--- src/rtl/instr_fetch_if.sv ---
// Purpose : bundles the fetch stage's memory port, ir handshake and data-access port.
// Latency : n/a (wires only).
// Backpressure: ir_valid/ir_ready on the instruction side; d_req held until d_ack on data side.
// Ports (master = fetch stage):
//   mem_addr/mem_rd/mem_wr/mem_wdata out, mem_rdata in   single RAM port, 1-cycle read
//   ir/ir_valid/pc out, ir_ready in                       instruction handshake
//   d_req/d_we/d_addr/d_wdata in, d_rdata/d_ack out       datapath LDR/STR port
interface instr_fetch_if #(
  parameter int ADDR_W = 8,
  parameter int DATA_W = 16
);
  logic [ADDR_W-1:0] mem_addr;
  logic              mem_rd;
  logic              mem_wr;
  logic [DATA_W-1:0] mem_wdata;
  logic [DATA_W-1:0] mem_rdata;

  logic [DATA_W-1:0] ir;
  logic              ir_valid;
  logic              ir_ready;
  logic [ADDR_W-1:0] pc;

  logic              d_req;
  logic              d_we;
  logic [ADDR_W-1:0] d_addr;
  logic [DATA_W-1:0] d_wdata;
  logic [DATA_W-1:0] d_rdata;
  logic              d_ack;

  modport master (
    output mem_addr, mem_rd, mem_wr, mem_wdata,
    input  mem_rdata,
    output ir, ir_valid, pc,
    input  ir_ready,
    input  d_req, d_we, d_addr, d_wdata,
    output d_rdata, d_ack
  );

  modport slave (
    input  mem_addr, mem_rd, mem_wr, mem_wdata,
    output mem_rdata,
    input  ir, ir_valid, pc,
    output ir_ready,
    output d_req, d_we, d_addr, d_wdata,
    input  d_rdata, d_ack
  );
endinterface

--- src/rtl/instr_fetch.sv ---
// Purpose : instruction fetch stage; owns PC and the single memory port, arbitrates LDR/STR.
// Latency : first ir_valid 3 edges after reset release; 1 instr / 3 cycles; d_ack 2 edges after req.
// Backpressure: ir held in S_VALID until ir_ready; data accesses take priority over fetch.
// Ports: clk, rst_n (async active-low), start_pc (sampled leaving reset), bus (instr_fetch_if
//   master), halted (HALT seen, fetch stopped), instr_count (handshake counter).
// Optional feature: define FETCH_PERF_CNT_EN to build the saturating instr_count counter;
//   otherwise instr_count is tied to zero.
module instr_fetch #(
  parameter int       ADDR_W   = 8,
  parameter int       DATA_W   = 16,
  parameter logic [2:0] HALT_OPC = 3'b111
) (
  input  logic              clk,
  input  logic              rst_n,
  input  logic [ADDR_W-1:0] start_pc,
  instr_fetch_if.master     bus,
  output logic              halted,
  output logic [15:0]       instr_count
);

  typedef enum logic [2:0] {
    S_RST, S_FETCH, S_WAIT, S_VALID, S_DWAIT, S_HALT
  } state_t;

  localparam logic RET_FETCH = 1'b0;
  localparam logic RET_VALID = 1'b1;

  state_t            state_q, state_d;
  logic              ret_q, ret_d;
  logic              dwe_q, dwe_d;
  logic [ADDR_W-1:0] fpc_q, fpc_d;
  logic [ADDR_W-1:0] pc_q, pc_d;
  logic [DATA_W-1:0] ir_q, ir_d;
  logic              ir_valid_q, ir_valid_d;
  logic [DATA_W-1:0] d_rdata_q, d_rdata_d;
  logic              d_ack_q, d_ack_d;
  logic              halted_q, halted_d;

  logic d_go;     // data access issued this cycle
  logic hs;       // ir handshake at this edge
  logic is_halt;  // word returning in S_WAIT is HALT

  // d_ack_q masks the still-held d_req during the completion cycle.
  assign d_go    = ((state_q == S_FETCH) || (state_q == S_VALID)) && bus.d_req && !d_ack_q;
  assign hs      = (state_q == S_VALID) && bus.ir_ready;
  assign is_halt = (bus.mem_rdata[DATA_W-1 -: 3] == HALT_OPC);

  // State register
  always_ff @(posedge clk or negedge rst_n) begin
    if (!rst_n) begin
      state_q    <= S_RST;
      ret_q      <= RET_FETCH;
      dwe_q      <= 1'b0;
      fpc_q      <= '0;
      pc_q       <= '0;
      ir_q       <= '0;
      ir_valid_q <= 1'b0;
      d_rdata_q  <= '0;
      d_ack_q    <= 1'b0;
      halted_q   <= 1'b0;
    end else begin
      state_q    <= state_d;
      ret_q      <= ret_d;
      dwe_q      <= dwe_d;
      fpc_q      <= fpc_d;
      pc_q       <= pc_d;
      ir_q       <= ir_d;
      ir_valid_q <= ir_valid_d;
      d_rdata_q  <= d_rdata_d;
      d_ack_q    <= d_ack_d;
      halted_q   <= halted_d;
    end
  end

  // Next-state logic
  always_comb begin
    state_d = state_q;
    ret_d   = ret_q;
    case (state_q)
      S_RST:   state_d = S_FETCH;
      S_FETCH: begin
        if (d_go) begin
          ret_d   = RET_FETCH;
          state_d = S_DWAIT;
        end else begin
          state_d = S_WAIT;
        end
      end
      S_WAIT:  state_d = is_halt ? S_HALT : S_VALID;
      S_VALID: begin
        if (d_go) begin
          // A simultaneous handshake empties ir, so come back to fetch.
          ret_d   = hs ? RET_FETCH : RET_VALID;
          state_d = S_DWAIT;
        end else if (hs) begin
          state_d = S_FETCH;
        end
      end
      S_DWAIT: state_d = (ret_q == RET_VALID) ? S_VALID : S_FETCH;
      S_HALT:  state_d = S_HALT;
      default: state_d = S_RST;
    endcase
  end

  // Register-update and memory-port output logic
  always_comb begin
    fpc_d      = fpc_q;
    pc_d       = pc_q;
    ir_d       = ir_q;
    ir_valid_d = ir_valid_q;
    d_rdata_d  = d_rdata_q;
    d_ack_d    = 1'b0;
    halted_d   = halted_q;
    dwe_d      = dwe_q;

    bus.mem_addr  = fpc_q;
    bus.mem_rd    = 1'b0;
    bus.mem_wr    = 1'b0;
    bus.mem_wdata = '0;

    if (state_q == S_RST) fpc_d = start_pc;

    if (d_go) begin
      bus.mem_addr  = bus.d_addr;
      bus.mem_wr    = bus.d_we;
      bus.mem_rd    = !bus.d_we;
      bus.mem_wdata = bus.d_wdata;
      dwe_d         = bus.d_we;
    end else if (state_q == S_FETCH) begin
      bus.mem_rd = 1'b1;
    end

    if (state_q == S_WAIT) begin
      if (is_halt) begin
        halted_d = 1'b1;
      end else begin
        ir_d       = bus.mem_rdata;
        pc_d       = fpc_q;
        fpc_d      = fpc_q + 1'b1;
        ir_valid_d = 1'b1;
      end
    end

    if (hs) ir_valid_d = 1'b0;

    if (state_q == S_DWAIT) begin
      d_ack_d = 1'b1;
      if (!dwe_q) d_rdata_d = bus.mem_rdata;
    end
  end

  assign bus.ir       = ir_q;
  assign bus.ir_valid = ir_valid_q;
  assign bus.pc       = pc_q;
  assign bus.d_rdata  = d_rdata_q;
  assign bus.d_ack    = d_ack_q;
  assign halted       = halted_q;

`ifdef FETCH_PERF_CNT_EN
  logic [15:0] cnt_q, cnt_d;

  always_comb begin
    cnt_d = cnt_q;
    if (hs && (cnt_q != 16'hFFFF)) cnt_d = cnt_q + 16'd1;
  end

  always_ff @(posedge clk or negedge rst_n) begin
    if (!rst_n) cnt_q <= '0;
    else        cnt_q <= cnt_d;
  end

  assign instr_count = cnt_q;
`else
  assign instr_count = 16'h0000;
`endif

endmodule

--- src/flat_wrapper.sv ---
// flat-port wrapper written by rule: the top's interface ports become plain ports
module instr_fetch_flat 
#(
  parameter int       ADDR_W   = 8,
  parameter int       DATA_W   = 16,
  parameter logic [2:0] HALT_OPC = 3'b111
)
  (clk, rst_n, start_pc, halted, instr_count, bus_mem_addr, bus_mem_rd, bus_mem_wr, bus_mem_wdata, bus_mem_rdata, bus_ir, bus_ir_valid, bus_pc, bus_ir_ready, bus_d_req, bus_d_we, bus_d_addr, bus_d_wdata, bus_d_rdata, bus_d_ack);
  instr_fetch_if #(.ADDR_W(ADDR_W), .DATA_W(DATA_W)) bus_i ();
  input  logic clk;
  input  logic rst_n;
  input  logic [ADDR_W-1:0] start_pc;
  output logic halted;
  output logic [15:0] instr_count;
  output wire logic [$bits(bus_i.mem_addr)-1:0] bus_mem_addr;
  output wire logic [$bits(bus_i.mem_rd)-1:0] bus_mem_rd;
  output wire logic [$bits(bus_i.mem_wr)-1:0] bus_mem_wr;
  output wire logic [$bits(bus_i.mem_wdata)-1:0] bus_mem_wdata;
  input wire logic [$bits(bus_i.mem_rdata)-1:0] bus_mem_rdata;
  output wire logic [$bits(bus_i.ir)-1:0] bus_ir;
  output wire logic [$bits(bus_i.ir_valid)-1:0] bus_ir_valid;
  output wire logic [$bits(bus_i.pc)-1:0] bus_pc;
  input wire logic [$bits(bus_i.ir_ready)-1:0] bus_ir_ready;
  input wire logic [$bits(bus_i.d_req)-1:0] bus_d_req;
  input wire logic [$bits(bus_i.d_we)-1:0] bus_d_we;
  input wire logic [$bits(bus_i.d_addr)-1:0] bus_d_addr;
  input wire logic [$bits(bus_i.d_wdata)-1:0] bus_d_wdata;
  output wire logic [$bits(bus_i.d_rdata)-1:0] bus_d_rdata;
  output wire logic [$bits(bus_i.d_ack)-1:0] bus_d_ack;
  assign bus_mem_addr = bus_i.mem_addr;
  assign bus_mem_rd = bus_i.mem_rd;
  assign bus_mem_wr = bus_i.mem_wr;
  assign bus_mem_wdata = bus_i.mem_wdata;
  assign bus_i.mem_rdata = bus_mem_rdata;
  assign bus_ir = bus_i.ir;
  assign bus_ir_valid = bus_i.ir_valid;
  assign bus_pc = bus_i.pc;
  assign bus_i.ir_ready = bus_ir_ready;
  assign bus_i.d_req = bus_d_req;
  assign bus_i.d_we = bus_d_we;
  assign bus_i.d_addr = bus_d_addr;
  assign bus_i.d_wdata = bus_d_wdata;
  assign bus_d_rdata = bus_i.d_rdata;
  assign bus_d_ack = bus_i.d_ack;
  instr_fetch #(.ADDR_W(ADDR_W), .DATA_W(DATA_W), .HALT_OPC(HALT_OPC)) u_core (.clk(clk), .rst_n(rst_n), .start_pc(start_pc), .bus(bus_i), .halted(halted), .instr_count(instr_count));
endmodule
--- config.mk ---
export PLATFORM = sky130hd
export DESIGN_NAME = instr_fetch_flat
export DESIGN_NICKNAME = d
export VERILOG_FILES = /design/src/rtl/instr_fetch_if.sv /design/src/rtl/instr_fetch.sv /design/src/flat_wrapper.sv
export SDC_FILE = /design/constraint.sdc
export NUM_CORES = 1
export LEC_CHECK = 0
export CAP_MARGIN = 10
export CORE_AREA = 5 5 107 84
export DETAILED_ROUTE_END_ITERATION = 16
export DIE_AREA = 0 0 112 89
export PLACE_DENSITY = 0.78
export SYNTH_ARGS = -nofsm -noshare
export SYNTH_HDL_FRONTEND = slang
export SYNTH_SLANG_ARGS = --single-unit
--- constraint.sdc ---
create_clock -name clk -period 1.43 [get_ports clk]
set_input_delay 0.143 -clock clk [delete_from_list [all_inputs] [get_ports clk]]
set_output_delay 0.143 -clock clk [all_outputs]
set_load 0.01 [all_outputs]
After elaboration in Yosys (flattened, before gate mapping):

Cells that the tools add are included.

* latch bits: 0
* register bits: 56
* input bits: 53
* memory bits (writable): 0
* memories kept: 0
* output and inout bits: 85
* logic and storage cells: 59
* ROM bits: 0

* mux-type cells: 22
* add/sub/neg operators: 1
* bitwise gates (word level): 2
* order comparisons: 0
* divide/modulo/power cells: 0
* shift operators: 0
* equal/unequal tests: 10
* reductions and logical operators: 14
* $mul: 0

Operator list (number)
* 2-to-1 mux 8 bit: 4
* one-hot mux 3 bit (6 select lines): 1
* 2-to-1 mux 16 bit: 1
* 2-to-1 mux 3 bit: 4
* 2-to-1 mux 1 bit: 10
* equality test 3 bit (second input constant): 3
* adder 8 x 1 -> 8 bit (second input constant): 1
* AND reduction 2 bit: 4
* equality test 3 x 2 -> 1 bit (second input constant): 2
* inequality test 2 x 1 -> 1 bit (second input constant): 3
* nonzero test 2 bit: 2
* equality test 3 x 1 -> 1 bit (second input constant): 1
* logical AND 1 bit: 3
* zero test 3 bit: 1
* inequality test 3 x 1 -> 1 bit (second input constant): 1
* AND reduction 3 bit: 1
* zero test 1 bit: 2
* 2-to-1 mux 2 bit: 1
* NOT 1 bit: 2
* one-hot mux 1 bit (2 select lines): 1
* logical OR 1 bit: 1

Longest topological paths before layout:

Gate-level depths: netlist of run 1.

* word-level depth: 6
* mapped depth: 7
* mapped depth without buffers: 5

Least setup slack after synthesis of run 1:

No wires, ideal clock.

* path kind: flip-flop to output port
* start: reg u_core.d_ack_q (netlist: u_core.bus.d_ack)
* end: out bus_mem_wdata[10]
* stages on the path, launching flop included: 6
* required time: 1.287 ns
* arrival time: 1.365 ns
* path slack: -0.078 ns
* path buffers: 1
* cells stage by stage: dfrtp_1 and2b_1 nand2_1 nor2_1 clkbuf_1 and2_1

* longest elaborated chain between the ends: 3

Ends and longest elaborated chain
* from (decl): line instr_fetch.sv:36 `logic d_ack_q, d_ack_d;`
* from (signal assigned): line instr_fetch.sv:70 `d_ack_q <= d_ack_d;`
* zero test 1 bit: line instr_fetch.sv:44 `assign d_go = ((state_q == S_FETCH) || (state_q == S_VALID)) && bus.d_req && !d_ack_q;`
* logical AND 1 bit: line instr_fetch.sv:44
* 2-to-1 mux 16 bit: line instr_fetch.sv:123 `if (d_go) begin`
* to (decl): line flat_wrapper.sv:18 `output wire logic [$bits(bus_i.mem_wdata)-1:0] bus_mem_wdata;`

No other way between the ends.

Worst setup path in the final report of run 1:

* start: reg u_core.d_ack_q (netlist: u_core.bus.d_ack)
* end: out bus_mem_addr[2]

* longest elaborated chain between the ends: 3

Ends and longest elaborated chain
* zero test 1 bit: line instr_fetch.sv:44
* logical AND 1 bit: line instr_fetch.sv:44
* 2-to-1 mux 8 bit: line instr_fetch.sv:123
* to (decl): line flat_wrapper.sv:15 `output wire logic [$bits(bus_i.mem_addr)-1:0] bus_mem_addr;`

No other way between the ends.

==> impl_metrics.prom, run 1 <==
# TYPE chip_impl_metric gauge
chip_impl_metric{name="first_pass_grt_wire_length",unit="mm"} 14.4
chip_impl_metric{name="fp.dieH",unit="microns"} 89
chip_impl_metric{name="yosys.area_share.simple",unit="%"} 19.2
chip_impl_metric{name="initial_util",unit="%"} 35.0
chip_impl_metric{name="hold_violations",unit=""} 0
chip_impl_info{name="clock_tree.root_cell",value="clkbuf_8"} 1
chip_impl_metric{name="worst_slack",unit="ns"} -0.325
chip_impl_metric{name="final.setup.tns",unit="ns"} -12.58
chip_impl_metric{name="routed-via-count",unit=""} 2621
chip_impl_metric{name="mean_post_synth_cell_area",unit="sq um"} 10.3
chip_impl_metric{name="worst-endpoint-arrival",unit="ns"} 1.61
chip_impl_metric{name="ys_seq_area_share",unit="%"} 51.7
chip_impl_metric{name="worst-r2r-cell-count",unit=""} 7
chip_impl_info{name="timing.critical_path.to",value="bus_mem_addr[2]"} 1
chip_impl_metric{name="leakage",unit="nW"} 2.43
chip_impl_metric{name="count_of_flip_flops_with_a_built_in_enable_after_synthesis",unit=""} 0
chip_impl_metric{name="cts.path.max_buffers",unit=""} 2
chip_impl_metric{name="total_power",unit="mW"} 10.3
chip_impl_metric{name="setup_viol_count_final",unit=""} 76
chip_impl_metric{name="post_synth_mux_area_share",unit="%"} 10.4
chip_impl_metric{name="cts_made_buffers",unit=""} 5
chip_impl_info{name="most-common-layout-cells",value="80 x clkdlybuf4s50_1, 55 x dfrtp_1, 51 x buf_6"} 1
chip_impl_metric{name="remaining_antenna_violation_count_after_routing",unit=""} 0
chip_impl_metric{name="netlist.area_leader.share",unit="%"} 51.7
chip_impl_metric{name="grt_pass1_vias",unit=""} 2785
chip_impl_metric{name="overall_routing_resource_usage",unit="%"} 18.1
chip_impl_metric{name="gp_routability_congestion",unit=""} 0.898
chip_impl_info{name="setup_repair_after_global_routing_missed_its_margin",value="true"} 1
chip_impl_info{name="violated_checks",value="setup timing"} 1
chip_impl_metric{name="worst_ep_required_time",unit="ns"} 1.29
chip_impl_metric{name="wire_length_reported_by_the_detailed_router",unit="mm"} 9.80
chip_impl_metric{name="globalRouteOverflowTotal",unit=""} 0
chip_impl_metric{name="min_period",unit="ns"} 1.76
chip_impl_info{name="crit_path_start",value="u_core.bus.d_ack"} 1
chip_impl_info{name="largest_family_of_logic_cells_by_synthesized_area",value="simple AND/OR/NAND/NOR gates"} 1
chip_impl_metric{name="drive_above_1_share",unit="%"} 46.8
chip_impl_info{name="cts_tree",value="built"} 1
chip_impl_metric{name="fin_worst_hold_slack",unit="ns"} 0.359
chip_impl_metric{name="antenna-diode-count",unit=""} 0
chip_impl_info{name="crit-reg2reg-launch",value="u_core.state_q[2]"} 1
chip_impl_metric{name="floorplan.rows",unit=""} 28
chip_impl_metric{name="pin_count_of_the_biggest_net_entering_global_routing",unit=""} 57
chip_impl_metric{name="avgRoutedWirePerCell",unit="microns"} 17.9
chip_impl_metric{name="io-pin-count",unit=""} 138
chip_impl_info{name="status",value="complete, but fails checks"} 1
chip_impl_metric{name="cell_area_synth",unit="sq um"} 2710
chip_impl_metric{name="slew_viols_final",unit=""} 0
chip_impl_metric{name="ys_ff_latch",unit=""} 56
chip_impl_metric{name="path_max_fanout",unit=""} 7
chip_impl_metric{name="die-width",unit="microns"} 112
chip_impl_metric{name="number_of_antenna_violations_at_the_first_check_in_global_routing",unit=""} 0
chip_impl_metric{name="power_per_cell_area",unit="nW/um^2"} 2020
chip_impl_metric{name="cts.sinks",unit=""} 56
chip_impl_info{name="synth_ff_type",value="dfrtp_1"} 1
chip_impl_metric{name="drv_cap",unit=""} 0
chip_impl_metric{name="fp.dieArea",unit="sq um"} 9970
chip_impl_info{name="critical_path.reg2reg.endpoint",value="u_core.fpc_q[4]"} 1
chip_impl_metric{name="synth_cells",unit=""} 264
chip_impl_metric{name="ir_drop",unit="uV"} 989
chip_impl_metric{name="h-tree-depth",unit=""} 2
chip_impl_metric{name="synthesis.yosys.warnings",unit=""} 0
chip_impl_metric{name="initialDrtViolationCount",unit=""} 98
chip_impl_metric{name="clock.fmax",unit="MHz"} 570
chip_impl_metric{name="clk_transition_reported_paths",unit="ns"} 0.11
chip_impl_info{name="layout_commonest_cell",value="clkdlybuf4s50_1"} 1
chip_impl_metric{name="final_period_utilization",unit="%"} 123
chip_impl_info{name="start_kind",value="flip-flop"} 1
chip_impl_metric{name="detail_route.first_pass.iterations",unit=""} 4
chip_impl_metric{name="synth-compound-area-share",unit="%"} 9.04
chip_impl_metric{name="detail_route.drc_violations",unit=""} 0
chip_impl_metric{name="ys_types",unit=""} 38
chip_impl_metric{name="fraction_of_synthesis_flops_using_an_asynchronous_set_or_reset_pin",unit="%"} 100
chip_impl_info{name="critical_path.endpoint_type",value="output port"} 1
chip_impl_metric{name="floorplan_core_area",unit="sq um"} 7740
chip_impl_info{name="synthDominantAreaCellType",value="dfrtp_1"} 1
chip_impl_metric{name="numPortBuffers",unit=""} 121
chip_impl_info{name="criticalPathCategory",value="reg -> out"} 1
chip_impl_metric{name="hpwl",unit="mm"} 6.47
chip_impl_metric{name="area_overhead_vs_synth",unit="%"} 87.6
chip_impl_metric{name="clock_insertion_delay_worst_skew",unit="ns"} 0.31
chip_impl_info{name="min_path_type",value="in -> async"} 1
chip_impl_info{name="synth_area_leaders",value="dfrtp_1 52%, mux2_2 10%, nand2_1 9.4%, buf_4 4.4%, and2_1 3.9%"} 1
chip_impl_metric{name="finalNetCount",unit=""} 497
chip_impl_metric{name="synth-adder-area-share",unit="%"} 0.461
chip_impl_metric{name="drt-vias-per-instance",unit=""} 4.77
chip_impl_metric{name="ff2ff_setup_slack",unit="ns"} -0.20
chip_impl_metric{name="yosys.area_share.xor_xnor",unit="%"} 0
chip_impl_metric{name="final.setup_skew",unit="ns"} 0.0184
synthesized netlist by cell type (2+ instances only):
master and count:
o22a_1 3, inv_1 7, dfrtp_1 56, o22ai_1 2
buf_2 5, and3_1 2, nand2_1 68, nand3_1 6
o32ai_1 3, buf_4 16, nor2b_1 2, o21ai_0 11
mux2_2 25, a21oi_1 6, buf_6 5, a31o_2 2
and2b_1 2, nor2_1 7, and2_1 17
per-stage QoR:
stage | cell area, sq um | std cells | setup slack (ns) | utilization (%)
after CTS | 4800 | 549 | -0.319 | 62.0
after detailed placement | 4240 | 519 | -0.540 | 54.8
after global placement | 4240 | 519 | -0.521 | 54.8
after global routing | 5090 | 549 | -0.372 | 65.7
final | 5090 | 549 | -0.325 | 65.7
after floorplan | 2790 | 279 | -0.0454 | -
layout make-up:
type | count | area [sq um]
clock buffer | 7 | 86.3
clock inverter | 1 | 7.51
fill | 616 | 2660
inverter | 7 | 30.0
multi-input combinational | 190 | 1560
sequential | 56 | 1400
tap | 105 | 131
timing repair buffer | 183 | 1870
cells by family after synthesis:
kind of cell	Yosys count
AOI/OAI and AO/OA	36
adders and majority gates	1
buffers and inverters	35
DFF	56
muxes	25
other	1
and+or+nand+nor	110
how the worst min path moves through the flow:
| stage | end | slack, ns | depth (start not counted) |
|---|---|---|---|
| CTS | u_core.bus.pc[7] | 0.36 | 3 |
| floorplan | u_core.bus.d_ack | -0.15 | 0 |
| global placement | u_core.bus.d_rdata[3] | 0.16 | 2 |
| detailed placement | u_core.bus.ir[0] | 0.17 | 2 |
| finish | u_core.fpc_q[5] | 0.36 | 3 |
| global route | u_core.bus.d_rdata[4] | 0.38 | 3 |
where the power goes:
group	internal, mW	leakage [nW]	switching, mW
Clock	0.395	0.0445	0.514
Combinational	3.70	1.72	2.73
Sequential	2.36	0.669	0.582
Total	6.45	2.43	3.83
registers in the layout (all words and copies together), names as in the netlist:
name,count
u_core.bus.d_rdata,16
u_core.bus.ir,16
u_core.bus.pc,8
u_core.fpc_q,8
u_core.state_q,3
u_core.bus.d_ack,1
u_core.bus.ir_valid,1
u_core.dwe_q,1
u_core.halted,1
u_core.ret_q,1
routing by layer:
metal	wire length [microns]	global-route usage (%)	vias to the layer above
met5	0	0	-
met4	95	4.15	0
met3	838	6.22	8
met2	5030	32.2	118
met1	3840	21.7	1279
li1	-	-	1216
repair_timing:
item | CTS | global route
gates resized for setup | 209 | 85
hold buffers | 1 | 0
pin swaps | 31 | 44
endpoints found under the hold margin | 56 | 0
buffers inserted | 14 | 5
gates cloned | 7 | 0
setup endpoints to repair | 76 | 87
critical path: stages, from the launching register on:
cell and delay [ns]:
dfrtp_1 0.39, and2b_4 0.30, nand3_4 0.08, buf_6 0.14
mux2_2 0.28, buf_6 0.12
Power figures use the tool's default switching activity.
==> run 2, diff against run 1 <==
--- a/config.mk
+++ b/config.mk
@@ -9,7 +9,7 @@
 export CORE_AREA = 5 5 107 84
 export DETAILED_ROUTE_END_ITERATION = 16
 export DIE_AREA = 0 0 112 89
-export PLACE_DENSITY = 0.78
+export PLACE_DENSITY = 0.75
 export SYNTH_ARGS = -nofsm -noshare
 export SYNTH_HDL_FRONTEND = slang
 export SYNTH_SLANG_ARGS = --single-unit
==> run 2 against run 1 <==
- the flow still finishes with violations (setup timing)
- clock power grew 3.1%
- clock skew shrank 0.012 ns
- combinational power is essentially flat
- flip-flop and latch count is the same
- register-to-register slack lost 0.12 ns
- non-clock buffer count grew 6
- critical path type unchanged
==> impl_metrics.prom, run 2 (synthesis results as in run 1) <==
# TYPE chip_impl_metric gauge
chip_impl_info{name="cp_cell_sequence",value="and2b_2 -> nand3_4 -> buf_6 -> mux2_2 -> buf_6"} 1
chip_impl_metric{name="fp.dieH",unit="microns"} 89
chip_impl_metric{name="cts.sinks",unit=""} 56
chip_impl_metric{name="overall_routing_resource_usage",unit="%"} 17.6
chip_impl_metric{name="worst_slack",unit="ns"} -0.357
chip_impl_metric{name="power.switching_fraction",unit="%"} 36.0
chip_impl_metric{name="numPortBuffers",unit=""} 121
chip_impl_info{name="setup_repair_after_global_routing_missed_its_margin",value="true"} 1
chip_impl_metric{name="final_cell_count_no_fill",unit=""} 553
chip_impl_metric{name="cts_made_buffers",unit=""} 5
chip_impl_metric{name="setup_viol_count_final",unit=""} 77
chip_impl_info{name="layout_commonest_cell",value="clkdlybuf4s50_1"} 1
chip_impl_info{name="critical_path.reg2reg.endpoint",value="u_core.bus.ir[13]"} 1
chip_impl_metric{name="ff2ff_setup_slack",unit="ns"} -0.32
chip_impl_metric{name="clock_insertion_delay_worst_skew",unit="ns"} 0.31
chip_impl_metric{name="place_inst",unit=""} 516
chip_impl_metric{name="io-pin-count",unit=""} 138
chip_impl_info{name="cts_tree",value="built"} 1
chip_impl_metric{name="finalNetCount",unit=""} 501
chip_impl_metric{name="critPathMaxStageDelay",unit="ns"} 0.39
chip_impl_info{name="cp_slowest_cell",value="dfrtp_1"} 1
chip_impl_info{name="start_kind",value="flip-flop"} 1
chip_impl_metric{name="path_max_fanout",unit=""} 4
chip_impl_metric{name="min_period",unit="ns"} 1.79
chip_impl_metric{name="detail_route.first_pass.iterations",unit=""} 4
chip_impl_metric{name="initial_util",unit="%"} 35.0
chip_impl_metric{name="power.internal",unit="mW"} 6.57
chip_impl_metric{name="floorplan.rows",unit=""} 28
chip_impl_info{name="violated_checks",value="setup timing"} 1
chip_impl_metric{name="number_of_antenna_violations_at_the_first_check_in_global_routing",unit=""} 0
chip_impl_metric{name="hold_violations",unit=""} 0
chip_impl_metric{name="h-tree-depth",unit=""} 2
chip_impl_metric{name="remaining_antenna_violation_count_after_routing",unit=""} 0
chip_impl_metric{name="drt-vias-per-instance",unit=""} 4.68
chip_impl_metric{name="drv_cap",unit=""} 0
chip_impl_metric{name="die-width",unit="microns"} 112
chip_impl_metric{name="ir_drop",unit="uV"} 983
chip_impl_metric{name="hpwl",unit="mm"} 6.17
chip_impl_metric{name="worst-r2r-cell-count",unit=""} 7
chip_impl_metric{name="area_overhead_vs_synth",unit="%"} 88.0
chip_impl_info{name="critPathTopFamily",value="flip-flops"} 1
chip_impl_metric{name="clock.fmax",unit="MHz"} 560
chip_impl_metric{name="wire_length_reported_by_the_detailed_router",unit="mm"} 9.10
chip_impl_metric{name="gp_routability_congestion",unit=""} 0.936
chip_impl_metric{name="leakage",unit="nW"} 2.47
chip_impl_metric{name="final_area",unit="sq um"} 5100
chip_impl_metric{name="slew_viols_final",unit=""} 0
chip_impl_metric{name="switchingPower",unit="mW"} 3.71
chip_impl_metric{name="routed-via-count",unit=""} 2590
chip_impl_metric{name="final.setup_skew",unit="ns"} 0.00675
chip_impl_metric{name="clk_transition_reported_paths",unit="ns"} 0.10
chip_impl_info{name="critical_path.endpoint_type",value="output port"} 1
chip_impl_metric{name="antenna-diode-count",unit=""} 0
chip_impl_info{name="crit-reg2reg-launch",value="u_core.state_q[0]"} 1
chip_impl_metric{name="drive_above_1_share",unit="%"} 45.5
chip_impl_metric{name="globalRouteOverflowTotal",unit=""} 0
chip_impl_metric{name="floorplan_core_area",unit="sq um"} 7740
chip_impl_metric{name="detail_route.drc_violations",unit=""} 0
chip_impl_metric{name="p_comb_share",unit="%"} 62.7
chip_impl_info{name="status",value="complete, but fails checks"} 1
chip_impl_metric{name="post-route-util",unit="%"} 65.8
chip_impl_metric{name="fill_cells",unit=""} 611
chip_impl_metric{name="fp.dieArea",unit="sq um"} 9970
chip_impl_metric{name="grt_pass1_vias",unit=""} 2721
chip_impl_metric{name="cts.path.max_buffers",unit=""} 2
chip_impl_metric{name="final_period_utilization",unit="%"} 125
chip_impl_info{name="most-common-layout-cells",value="82 x clkdlybuf4s50_1, 55 x dfrtp_1, 49 x buf_6"} 1
chip_impl_metric{name="worst-endpoint-arrival",unit="ns"} 1.64
chip_impl_metric{name="pin_count_of_the_biggest_net_entering_global_routing",unit=""} 57
chip_impl_metric{name="avgRoutedWirePerCell",unit="microns"} 16.5
chip_impl_metric{name="final.setup.tns",unit="ns"} -19.41
chip_impl_info{name="criticalPathCategory",value="reg -> out"} 1
chip_impl_metric{name="power_per_cell_area",unit="nW/um^2"} 2020
chip_impl_metric{name="path_buf_inv",unit=""} 2
chip_impl_info{name="min_path_type",value="in -> async"} 1
chip_impl_metric{name="seq_power_share",unit="%"} 28.2
chip_impl_metric{name="power.share.clock",unit="%"} 9.1
chip_impl_metric{name="placed_area",unit="sq um"} 4230
chip_impl_info{name="clock_tree.root_cell",value="clkbuf_8"} 1
chip_impl_info{name="critPathMostFrequentCell",value="buf_6"} 1
chip_impl_metric{name="worst_ep_required_time",unit="ns"} 1.29
chip_impl_metric{name="first_pass_grt_wire_length",unit="mm"} 14.0
chip_impl_metric{name="fin_worst_hold_slack",unit="ns"} 0.358
chip_impl_metric{name="initialDrtViolationCount",unit=""} 73
-- run 2: area by class of cell --
type | instances | area [sq um] | share of cell area (%)
inverters | 7 | 31.3 | 0.614
clock inverters | 2 | 13.8 | 0.270
flip-flops and latches | 56 | 1400 | 27.5
well taps | 105 | 131 | 2.58
multi-input cells | 188 | 1470 | 28.9
repair buffers | 189 | 1960 | 38.5
clock buffers | 6 | 82.6 | 1.62
-- run 2: power groups by stage --
stage,registers [mW],clock network (mW),logic (mW)
6_report,2.90,0.937,6.44
3_5_place_dp,2.87,0,4.93
2_1_floorplan,3.09,0,1.98
3_3_place_gp,2.84,0,4.82
4_1_cts,2.88,0.961,6.13
5_1_grt,3.00,1.04,6.90
-- run 2: worst max path at each step --
stage	end	depth (start not counted)	from	slack, ns
floorplan	u_core.bus.d_rdata[10]	5	u_core.state_q[1]	-0.05
global placement	bus_mem_rd	6	bus_d_req	-0.55
CTS	bus_mem_addr[4]	5	u_core.bus.d_ack	-0.34
global route	bus_mem_addr[4]	5	u_core.bus.d_ack	-0.43
detailed placement	bus_mem_addr[4]	6	bus_d_req	-0.59
finish	bus_mem_addr[4]	5	u_core.bus.d_ack	-0.36
-- run 2: repair_timing --
action	in CTS	in global routing
resized for setup	214	66
setup endpoints to repair	73	87
pin swaps	58	20
hold buffers	1	0
setup buffers	21	8
cloned	5	0
endpoints found under the hold margin	56	0
-- run 2: through the flow --
step | total power, mW | setup slack (ns)
after floorplan | 5.07 | -0.0454
after global placement | 7.66 | -0.551
after detailed placement | 7.80 | -0.594
after CTS | 9.97 | -0.340
after global routing | 10.9 | -0.429
final | 10.3 | -0.357
-- run 2: metal layers --
layer,GRT usage [%],vias up,routed length [microns]
li1,-,1218,-
met1,21.9,1238,3880
met2,29.8,119,4260
met3,5.95,15,791
met4,4.80,0,167
met5,0,-,0
-- run 2: tightest hold or removal path, stage by stage --
cell           delay (ns)
dlygate4sd3_1        0.52
buf_2                0.12
buf_12               0.28
